### src/rtl/harvard_pkg.sv
// Shared types and decode helpers for the Harvard sequencer.
// Instruction word: [15:11] opcode, [10:8] ALU output selector, [7:0] data address.
package harvard_pkg;

  typedef enum logic [2:0] {
    IDLE,
    FETCH,
    DECODE,
    EXECUTE,
    WRITEBACK,
    HALT,
    PAUSE
  } seqStateT;

  localparam int INSTR_WIDTH = 16;
  localparam int OPC_MSB     = 15;
  localparam int OPC_LSB     = 11;
  localparam int SEL_MSB     = 10;
  localparam int SEL_LSB     = 8;
  localparam int ADDR_MSB    = 7;
  localparam int ADDR_LSB    = 0;

  localparam logic [4:0] OP_NOP   = 5'b00000;
  localparam logic [4:0] OP_LOAD  = 5'b00001;
  localparam logic [4:0] OP_STORE = 5'b00010;
  localparam logic [4:0] OP_JMP   = 5'b01000;
  localparam logic [4:0] OP_JMPC  = 5'b01001;
  // Any opcode with bit 4 set is arithmetic; the ALU interprets the rest.
  localparam int OP_ARITH_BIT = 4;

  // Jump class: the ALU has already resolved any condition into its PC output.
  function automatic logic isJump(input logic [4:0] op);
    return op[4:3] == 2'b01;
  endfunction

  function automatic logic isStore(input logic [4:0] op);
    return op == OP_STORE;
  endfunction

endpackage

### src/rtl/control_sequencer_if.sv
// Sequencer-to-ALU/memory bus. The master side is the sequencer; the slave side
// is the ALU, program ROM and data memory taken together.
interface control_sequencer_if #(
  parameter int PC_WIDTH   = 8,
  parameter int DATA_WIDTH = 16
);
  import harvard_pkg::*;

  logic [PC_WIDTH-1:0]    ProgramAddressOutput;
  logic [INSTR_WIDTH-1:0] ProgramDataInput;
  logic [4:0]             OperandOutput;
  logic [2:0]             OutputSelectorOutput;
  logic [DATA_WIDTH-1:0]  AccumulatorOutput;
  logic [DATA_WIDTH-1:0]  AccumulatorWriteInput;
  logic                   ConditionFlagOutput;
  logic                   ConditionFlagWriteInput;
  logic [PC_WIDTH-1:0]    ProgramCounterInput;
  logic                   EndFlagInput;
  logic [7:0]             DataAddressOutput;
  logic                   DataWriteEnableOutput;

  modport master (
    output ProgramAddressOutput, OperandOutput, OutputSelectorOutput,
           AccumulatorOutput, ConditionFlagOutput, DataAddressOutput,
           DataWriteEnableOutput,
    input  ProgramDataInput, AccumulatorWriteInput, ConditionFlagWriteInput,
           ProgramCounterInput, EndFlagInput
  );

  modport slave (
    input  ProgramAddressOutput, OperandOutput, OutputSelectorOutput,
           AccumulatorOutput, ConditionFlagOutput, DataAddressOutput,
           DataWriteEnableOutput,
    output ProgramDataInput, AccumulatorWriteInput, ConditionFlagWriteInput,
           ProgramCounterInput, EndFlagInput
  );

endinterface

### src/rtl/sequencer_fsm.sv
// Four-phase instruction state machine with registered busy/halted flags.
// SINGLE_STEP_EN adds stepInput and parks in PAUSE after every WRITEBACK.
module sequencer_fsm
  import harvard_pkg::*;
(
  input  logic     clkInput,
  input  logic     resetNInput,
  input  logic     startInput,
`ifdef SINGLE_STEP_EN
  input  logic     stepInput,
`endif
  input  logic     endFlagInput,
  output seqStateT state,
  output logic     busyOutput,
  output logic     haltedOutput
);

  always_ff @(posedge clkInput) begin
    if (!resetNInput) begin
      state        <= IDLE;
      busyOutput   <= 1'b0;
      haltedOutput <= 1'b0;
    end else begin
      case (state)
        IDLE, HALT: if (startInput) begin
          state        <= FETCH;
          busyOutput   <= 1'b1;
          haltedOutput <= 1'b0;
        end
        FETCH:   state <= DECODE;
        DECODE:  state <= EXECUTE;
        EXECUTE: state <= WRITEBACK;
        // End flag is only meaningful here; the ALU raises it alongside its results.
        WRITEBACK: if (endFlagInput) begin
          state        <= HALT;
          busyOutput   <= 1'b0;
          haltedOutput <= 1'b1;
        end else begin
`ifdef SINGLE_STEP_EN
          state      <= PAUSE;
          busyOutput <= 1'b0;
`else
          state      <= FETCH;
`endif
        end
`ifdef SINGLE_STEP_EN
        PAUSE: if (stepInput) begin
          state      <= FETCH;
          busyOutput <= 1'b1;
        end
`endif
        default: begin
          state        <= IDLE;
          busyOutput   <= 1'b0;
          haltedOutput <= 1'b0;
        end
      endcase
    end
  end

endmodule

### src/rtl/control_sequencer.sv
// Harvard instruction sequencer: owns PC, IR, accumulator and condition flag,
// feeds the ALU from IR and commits ALU results in WRITEBACK. Option: SINGLE_STEP_EN.
module control_sequencer
  import harvard_pkg::*;
#(
  parameter int                  PC_WIDTH   = 8,
  parameter int                  DATA_WIDTH = 16,
  parameter logic [PC_WIDTH-1:0] RESET_PC   = '0
) (
  input  logic                 clkInput,
  input  logic                 resetNInput,
  input  logic                 startInput,
`ifdef SINGLE_STEP_EN
  input  logic                 stepInput,
`endif
  output logic                 busyOutput,
  output logic                 haltedOutput,
  control_sequencer_if.master  bus
);

  seqStateT               state;
  logic [PC_WIDTH-1:0]    pc;
  logic [DATA_WIDTH-1:0]  acc;
  logic                   condFlag;
  logic [INSTR_WIDTH-1:0] ir;
  logic                   writeStrobe;
  logic [4:0]             opcode;

  assign opcode = ir[OPC_MSB:OPC_LSB];

  sequencer_fsm u_fsm (
    .clkInput     (clkInput),
    .resetNInput  (resetNInput),
    .startInput   (startInput),
`ifdef SINGLE_STEP_EN
    .stepInput    (stepInput),
`endif
    .endFlagInput (bus.EndFlagInput),
    .state        (state),
    .busyOutput   (busyOutput),
    .haltedOutput (haltedOutput)
  );

  always_ff @(posedge clkInput) begin
    if (!resetNInput) begin
      pc          <= RESET_PC;
      acc         <= '0;
      condFlag    <= 1'b0;
      ir          <= '0;
      writeStrobe <= 1'b0;
    end else begin
      writeStrobe <= 1'b0;
      case (state)
        IDLE, HALT: if (startInput) begin
          pc       <= RESET_PC;
          acc      <= '0;
          condFlag <= 1'b0;
        end
        DECODE:  ir          <= bus.ProgramDataInput;
        // Raised one cycle early so the strobe occupies exactly the WRITEBACK cycle.
        EXECUTE: writeStrobe <= isStore(opcode);
        WRITEBACK: begin
          condFlag <= bus.ConditionFlagWriteInput;
          if (!isStore(opcode) && !isJump(opcode))
            acc <= bus.AccumulatorWriteInput;
          // PC wraps naturally at the top of the ROM.
          pc <= isJump(opcode) ? bus.ProgramCounterInput : pc + 1'b1;
        end
        default: ;
      endcase
    end
  end

  assign bus.ProgramAddressOutput = pc;
  assign bus.OperandOutput        = opcode;
  assign bus.OutputSelectorOutput = ir[SEL_MSB:SEL_LSB];
  assign bus.DataAddressOutput    = ir[ADDR_MSB:ADDR_LSB];
  assign bus.AccumulatorOutput    = acc;
  assign bus.ConditionFlagOutput  = condFlag;
  // Reset asserted during WRITEBACK must suppress the write sampled at that edge.
  assign bus.DataWriteEnableOutput = writeStrobe & resetNInput;

endmodule
### src/flat_wrapper.sv
// flat-port wrapper written by rule: the top's interface ports become plain ports
module control_sequencer_flat import harvard_pkg::*;
#(
  parameter int                  PC_WIDTH   = 8,
  parameter int                  DATA_WIDTH = 16,
  parameter logic [PC_WIDTH-1:0] RESET_PC   = '0
)
  (clkInput, resetNInput, startInput, busyOutput, haltedOutput, bus_ProgramAddressOutput, bus_OperandOutput, bus_OutputSelectorOutput, bus_AccumulatorOutput, bus_ConditionFlagOutput, bus_DataAddressOutput, bus_DataWriteEnableOutput, bus_ProgramDataInput, bus_AccumulatorWriteInput, bus_ConditionFlagWriteInput, bus_ProgramCounterInput, bus_EndFlagInput);
  control_sequencer_if #(.PC_WIDTH(PC_WIDTH), .DATA_WIDTH(DATA_WIDTH)) bus_i ();
  input  logic clkInput;
  input  logic resetNInput;
  input  logic startInput;
  output logic busyOutput;
  output logic haltedOutput;
  output wire logic [$bits(bus_i.ProgramAddressOutput)-1:0] bus_ProgramAddressOutput;
  output wire logic [$bits(bus_i.OperandOutput)-1:0] bus_OperandOutput;
  output wire logic [$bits(bus_i.OutputSelectorOutput)-1:0] bus_OutputSelectorOutput;
  output wire logic [$bits(bus_i.AccumulatorOutput)-1:0] bus_AccumulatorOutput;
  output wire logic [$bits(bus_i.ConditionFlagOutput)-1:0] bus_ConditionFlagOutput;
  output wire logic [$bits(bus_i.DataAddressOutput)-1:0] bus_DataAddressOutput;
  output wire logic [$bits(bus_i.DataWriteEnableOutput)-1:0] bus_DataWriteEnableOutput;
  input wire logic [$bits(bus_i.ProgramDataInput)-1:0] bus_ProgramDataInput;
  input wire logic [$bits(bus_i.AccumulatorWriteInput)-1:0] bus_AccumulatorWriteInput;
  input wire logic [$bits(bus_i.ConditionFlagWriteInput)-1:0] bus_ConditionFlagWriteInput;
  input wire logic [$bits(bus_i.ProgramCounterInput)-1:0] bus_ProgramCounterInput;
  input wire logic [$bits(bus_i.EndFlagInput)-1:0] bus_EndFlagInput;
  assign bus_ProgramAddressOutput = bus_i.ProgramAddressOutput;
  assign bus_OperandOutput = bus_i.OperandOutput;
  assign bus_OutputSelectorOutput = bus_i.OutputSelectorOutput;
  assign bus_AccumulatorOutput = bus_i.AccumulatorOutput;
  assign bus_ConditionFlagOutput = bus_i.ConditionFlagOutput;
  assign bus_DataAddressOutput = bus_i.DataAddressOutput;
  assign bus_DataWriteEnableOutput = bus_i.DataWriteEnableOutput;
  assign bus_i.ProgramDataInput = bus_ProgramDataInput;
  assign bus_i.AccumulatorWriteInput = bus_AccumulatorWriteInput;
  assign bus_i.ConditionFlagWriteInput = bus_ConditionFlagWriteInput;
  assign bus_i.ProgramCounterInput = bus_ProgramCounterInput;
  assign bus_i.EndFlagInput = bus_EndFlagInput;
  control_sequencer #(.PC_WIDTH(PC_WIDTH), .DATA_WIDTH(DATA_WIDTH), .RESET_PC(RESET_PC)) u_core (.clkInput(clkInput), .resetNInput(resetNInput), .startInput(startInput), .busyOutput(busyOutput), .haltedOutput(haltedOutput), .bus(bus_i));
endmodule
### config.mk
export PLATFORM = sky130hd
export DESIGN_NAME = control_sequencer_flat
export DESIGN_NICKNAME = d
export VERILOG_FILES = /design/src/rtl/harvard_pkg.sv /design/src/rtl/control_sequencer_if.sv /design/src/rtl/sequencer_fsm.sv /design/src/rtl/control_sequencer.sv /design/src/flat_wrapper.sv
export SDC_FILE = /design/constraint.sdc
export NUM_CORES = 1
export LEC_CHECK = 0
export ABC_AREA = 0
export BUFFER_PORTS_ARGS = -buffer_cell sky130_fd_sc_hd__buf_4
export CAP_MARGIN = 30
export CORE_UTILIZATION = 40
export CTS_CLUSTER_SIZE = 24
export DETAILED_ROUTE_END_ITERATION = 7
export GPL_TIMING_DRIVEN = 1
export PLACE_DENSITY_LB_ADDON = 0.15
export REMOVE_ABC_BUFFERS = 1
export SYNTH_ARGS = -nofsm -noshare
export SYNTH_HDL_FRONTEND = slang
export SYNTH_HIERARCHICAL = 1
export SYNTH_SLANG_ARGS = --single-unit
### constraint.sdc
create_clock -name clkInput -period 1.6 [get_ports clkInput]
set_input_delay 0.48 -clock clkInput [delete_from_list [all_inputs] [get_ports clkInput]]
set_output_delay 0.48 -clock clkInput [all_outputs]
set_load 0.005 [all_outputs]
==> run_results.csv, run 1 <==
group,metric,value,unit
grt,overflow,0,
sta,finClkSkew,0.00569,ns
critical_path,cpPeakStageDelay,0.35,ns
place,place.port_buffers,88,
drt,vias,2129,
final_layout,nets,394,
critical_path,crit_type,"reg2reg",
place,dp.final_hpwl,3890,um
critical_path,end_kind,"flop",
sta,relSlewSlack,0.666,
critical_path,worst_ep_arrival_time,1.64,ns
die,ios,89,
yosys,synth.top_cell.area_share,0.422,
yosys,ys_ff_latch,47,
pwr,power.density,781,nW/um^2
place,postPlaceCellArea,3010,um^2
grt,grt_pass1_wl,9160,um
final_layout,mostFrequentLayoutCells,"buf_4, dfxtp_1, nand2_1, and3_1, o21a_1",
clocking,cts_buffer_depth,2,
run,cap_viol_max_count,0,
critical_path,reg2regPathDepth,5,
die,dieArea,5880,um^2
sta,period_share,0.912,
clocking,clock_latency,0.28,ns
grt,grt_max_degree,27,
pwr,clock_power_share,0.278,
clocking,path_clk_slew,0.08,ns
yosys,ys_top_cells_by_area,"dfxtp_1, nand2_1, o21a_1",
place,place_congestion,0.767,
die,initial_utilization,0.426,
final_layout,layout.cells.non_filler,419,
drt,drt_pass1_iterations,4,
final_layout,antenna_cells,0,
pwr,p_int,1780,uW
yosys,syn-instance-count,252,
die,die_y,76.7,um
worst_hold_path,hold_class,"in2reg",
yosys,synth_edf_count,0,
critical_path,worstPathRequired,1.78,ns
pwr,seqPwrFrac,0.521,
clocking,cts_root_buffer,"clkbuf_8",
drt,post_drt_wl_per_cell,13.2,um
pwr,p_sw,652,uW
sta,max_freq,685,MHz
final_layout,drive_gt1_frac,0.350,
final_layout,fin_util,0.595,
outcome,outcome,"finished, final reports clean",
sta,rsz0062_at_grt,"no",
yosys,synth.distinct_cells,49,
critical_path,startpoint_type,"flop",
pwr,vdd_drop_max,0.657,mV
sta,hold-worst-slack,0.433,ns
die,fp.dieW,76.7,um
sta,fin_crit,1.46,ns
sta,hold_viol_final,0,
drt,via_per_inst,5.08,
yosys,yosysWarningCount,6,
final_layout,design_area,3120,um^2
drt,drc_errors,0,
clocking,cts_tree,"yes",
final_layout,final_common_cell,"buf_4",
pwr,combinationalPowerShare,0.200,
final_layout,syn_to_final_growth,39.7,%
sta,slew_violations,0,
drt,totalWireLength,5520,um
die,rows,26,
drt,drtAntennaViolNets,0,
grt,grt_pass1_vias,1993,
yosys,yosysSeqAreaShare,0.422,
yosys,async_reset_ff_frac,0,
grt,antenna_found_initial,0,
drt,drt_iter0_drc,111,
yosys,syn-cell-area,2230,um^2
critical_path,reg2reg_slack,0.14,ns
sta,setup_viol,0,
die,design.core.area,5240,um^2
pwr,p_total,2430,uW
place,place_inst,409,
yosys,avgSynthCellArea,8.85,um^2
critical_path,slowest_stage,"dfxtp_1",
critical_path,cp_cell_sequence,"nor3b_2 > o21ai_1 > buf_4 > and3_1 > o21a_1",
clocking,ctsHoldBuffers,0,
sta,worst_slew_pin_slew,0.499,ns
pwr,power.leakage,0.00137,uW
grt,grt_usage,0.190,
clocking,cts_buffers,5,
worst_hold_path,holdPathStages,3,
yosys,synth-main-ff-cell,"dfxtp_1",
yosys,yosysTopAreaCell,"dfxtp_1",
critical_path,cp_max_fo,16,
clocking,cts.sink_count,47,
pwr,swShare,0.268,
clocking,cts_max_level,2,
## per-stage QoR
step,TNS [ns],setup slack [ns]
finish,0,0.141
global route,0,0.0294
CTS,0,0.0473
detailed placement,-0.124,-0.0647
global placement,-0.0390,-0.0323
floorplan,-1.62,-0.123
## power groups by stage
stage | Combinational (uW) | Sequential [uW] | Clock [uW]
5_1_grt | 533 | 1280 | 766
3_5_place_dp | 482 | 1300 | 0
6_report | 487 | 1270 | 677
2_1_floorplan | 185 | 1310 | 0
4_1_cts | 483 | 1270 | 705
3_3_place_gp | 479 | 1290 | 0
## logic make-up (layout without fill, tap and decap cells)
kind of cell             count (synthesis)  count (layout)  share of synthesized area
AND/OR/NAND/NOR                        104             104                      0.259
flip-flops                              47              47                      0.422
multiplexers                             2               2                    0.00953
adder cells (fa/ha/maj)                  1               1                    0.00561
XOR/XNOR                                 1               1                    0.00393
buffers and inverters                   18             115                     0.0454
AO/OA/AOI/OAI                           79              79                      0.255
## critical path, delay by kind of cell (launching register included)
kind            cells  cell delay (ns)
buf+inv             1             0.19
flops               1             0.35
compound gates      2             0.27
simple gates        2             0.54
## cell type report
type,instances,area [um^2]
Clock buffer,7,76.3
Clock inverter,1,5.00
Tap cell,70,87.6
Multi-Input combinational cell,187,1200
Timing Repair Buffer,105,801
Sequential cell,47,942
Fill cell,497,2120
Inverter,2,7.51
## flip-flops by register name, indices dropped and copies added, names as in the netlist
signal and count:
u_core/bus.AccumulatorOutput 16, u_core/bus.ConditionFlagOutput 1, u_core/bus.ProgramAddressOutput 8, u_core/ir 16, u_core/u_fsm/busyOutput 1, u_core/u_fsm/haltedOutput 1
u_core/u_fsm/state 3, u_core/writeStrobe 1
## cells in the mapped netlist (2+ instances only)
master	instances
and3_1	19
o31a_1	2
nor2_1	7
o21ai_0	5
nor3b_1	6
buf_2	3
o211ai_1	2
clkbuf_1	7
inv_1	2
o21a_1	17
buf_6	2
buf_4	4
a21boi_1	12
a21o_1	2
a22oi_1	2
a21oi_1	13
nor3_1	7
nand2_1	41
and2_1	3
a21boi_0	13
nor3b_2	2
a32oi_1	2
dfxtp_1	47
or3b_1	2
nand3_1	4
nand2b_1	3
## what timing repair did
action                                  in CTS  in global routing
buffers inserted                             0                  2
gates resized for setup                      0                  2
endpoints found under the hold margin        0                  0
endpoints found under the setup margin       0                 18
## metal layers
metal | routed length, um | up-vias | GRT usage | part of all wire
met5 | 0 | - | 0 | 0
met4 | 34 | 0 | 0.0462 | 0.0062
met3 | 348 | 2 | 0.0560 | 0.063
met2 | 2600 | 59 | 0.317 | 0.47
met1 | 2530 | 985 | 0.239 | 0.46
li1 | - | 1083 | - | -
## worst paths after layout
path,to,from
min reg2reg,u_core/ir[5],u_core/ir[5]
max reg2reg,u_core/bus.AccumulatorOutput[11],u_core/ir[11]
max,u_core/bus.AccumulatorOutput[11],u_core/ir[11]
min,u_core/bus.ConditionFlagOutput,bus_ConditionFlagWriteInput
Power figures use the tool's default switching activity.
==> inputs of run 2 (changes only) <==
--- a/config.mk
+++ b/config.mk
@@ -13,7 +13,6 @@
 export DETAILED_ROUTE_END_ITERATION = 7
 export GPL_TIMING_DRIVEN = 1
 export PLACE_DENSITY_LB_ADDON = 0.15
-export REMOVE_ABC_BUFFERS = 1
 export SYNTH_ARGS = -nofsm -noshare
 export SYNTH_HDL_FRONTEND = slang
 export SYNTH_HIERARCHICAL = 1
==> run 2 against run 1 <==
  * Combinational power is 0.8% lower
  * First-iteration DRC count is 37% lower
  * Critical path depth stayed put
  * Clock power is 3.5% lower
  * Power is 1.2% lower
  * Setup slack worse by 0.0087 ns
  * Sequential power hardly changed
  * Final cell count is 1.2% lower
  * Cell area is 0.96% lower
  * Critical path type unchanged
  * Largest power group unchanged
==> run_results.csv, run 2 (synthesized netlist as in run 1, its figures left out) <==
group,metric,value,unit
outcome,outcome,"finished, final reports clean",
clocking,cts_tree,"yes",
final_layout,multi_input_area,1200,um^2
grt,overflow,0,
sta,relSlewSlack,0.666,
critical_path,worstPathRequired,1.79,ns
grt,grt_max_degree,21,
sta,finClkSkew,0.00645,ns
final_layout,drive_gt1_frac,0.343,
drt,vias,2079,
clocking,cts_buffer_depth,2,
sta,rsz0062_at_grt,"no",
final_layout,seq_area,941,um^2
place,place_congestion,0.765,
critical_path,worst_ep_arrival_time,1.66,ns
sta,worst_slew_pin_slew,0.498,ns
final_layout,n_fill_cell,498,
sta,fin_crit,1.47,ns
place,place.port_buffers,88,
pwr,power.density,779,nW/um^2
clocking,path_clk_slew,0.08,ns
grt,antenna_found_initial,0,
drt,drt_iter0_drc,70,
critical_path,r2r-start,"u_core/u_fsm/state[2]",
clocking,cts.sink_count,47,
pwr,vdd_drop_max,0.486,mV
place,dp.final_hpwl,3870,um
grt,grt_pass1_wl,9040,um
sta,hold-worst-slack,0.427,ns
clocking,clock_latency,0.29,ns
final_layout,syn_to_final_growth,38.3,%
clocking,cts_root_buffer,"clkbuf_8",
sta,period_share,0.918,
final_layout,antenna_cells,0,
critical_path,cp_max_fo,16,
sta,hold_viol_final,0,
die,die_y,76.7,um
die,dieArea,5880,um^2
die,ios,89,
drt,totalWireLength,5410,um
critical_path,crit_type,"reg2reg",
final_layout,fin_util,0.589,
pwr,power.leakage,0.00135,uW
sta,fin_tns_setup,0,ns
critical_path,end_kind,"flop",
drt,drtAntennaViolNets,0,
die,design.core.area,5240,um^2
drt,drc_errors,0,
die,fp.dieW,76.7,um
final_layout,nets,391,
clocking,cts_max_level,2,
sta,timing.final.ws_setup,0.132,ns
place,place_inst,408,
yosys,syn-num-nets,298,
sta,max_freq,681,MHz
die,rows,26,
final_layout,layout.cells.non_filler,414,
critical_path,cp-startpoint,"u_core/u_fsm/state[2]",
grt,grt_usage,0.189,
sta,slew_violations,0,
clocking,cts_setup_buffers,0,
worst_hold_path,hold_class,"in2reg",
run,cap_viol_max_count,0,
die,initial_utilization,0.426,
drt,via_per_inst,5.02,
place,dp_slack,-0.133,ns
grt,grt_pass1_vias,1897,
final_layout,final_common_cell,"buf_4",
drt,drt_pass1_iterations,4,
sta,setup_viol,0,
worst_hold_path,hold_start,"bus_ProgramDataInput[15]",
final_layout,mostFrequentLayoutCells,"buf_4, dfxtp_1, nand2_1, and3_1, o21a_1",
drt,post_drt_wl_per_cell,13.1,um
critical_path,startpoint_type,"flop",
clocking,cts_buffers,5,
## run 2: cell types whose count changed in the layout (fill, tap and decap cells not counted), sizes merged
cell	previous run	this run
clkbuf	7	6
buf	105	102
clkinv	1	0
## run 2: worst paths after layout
| kind | to | slack (ns) | depth (start not counted) |
|---|---|---|---|
| worst max-delay path | u_core/bus.AccumulatorOutput[5] | 0.13 | 5 |
| worst min-delay path | u_core/ir[15] | 0.43 | 3 |
| worst max register to register | u_core/bus.AccumulatorOutput[5] | 0.13 | 5 |
| worst min register to register | u_core/ir[0] | 0.46 | 2 |
## run 2: cell type report
cell class	count	share of cell area
Clock buffer	6	0.0235
Inverter	2	0.00243
Multi-Input combinational cell	187	0.388
Sequential cell	47	0.305
Tap cell	70	0.0284
Timing Repair Buffer	102	0.252
## run 2: per-stage QoR
stage | total power [uW] | cell area, um^2
floorplan | 1540 | 2230
global placement | 1770 | 3000
detailed placement | 1770 | 3000
CTS | 2430 | 3080
global route | 2540 | 3090
finish | 2400 | 3090
## run 2: repair_timing
item / CTS / global route
gates resized for setup: 0 / 2
endpoints found under the setup margin: 0 / 2
hold buffers: 0 / 0
## run 2: power breakdown
| part | switching [uW] | total [uW] | internal [uW] |
|---|---|---|---|
| Clock | 362 | 653 | 292 |
| Sequential | 49.1 | 1270 | 1220 |
| Combinational | 231 | 483 | 252 |
## run 2: layer usage
metal	track usage	vias to the layer above	routed length, um
li1	-	1071	-
met1	0.259	954	2590
met2	0.297	48	2500
met3	0.0464	6	255
met4	0.0462	0	61
met5	0	-	0
## run 2: worst max-delay path: stages (launching register included)
cell and delay, ns:
dfxtp_1 0.43, nor2b_1 0.30, a21o_1 0.20, buf_12 0.15, a21boi_0 0.08, o21a_1 0.20
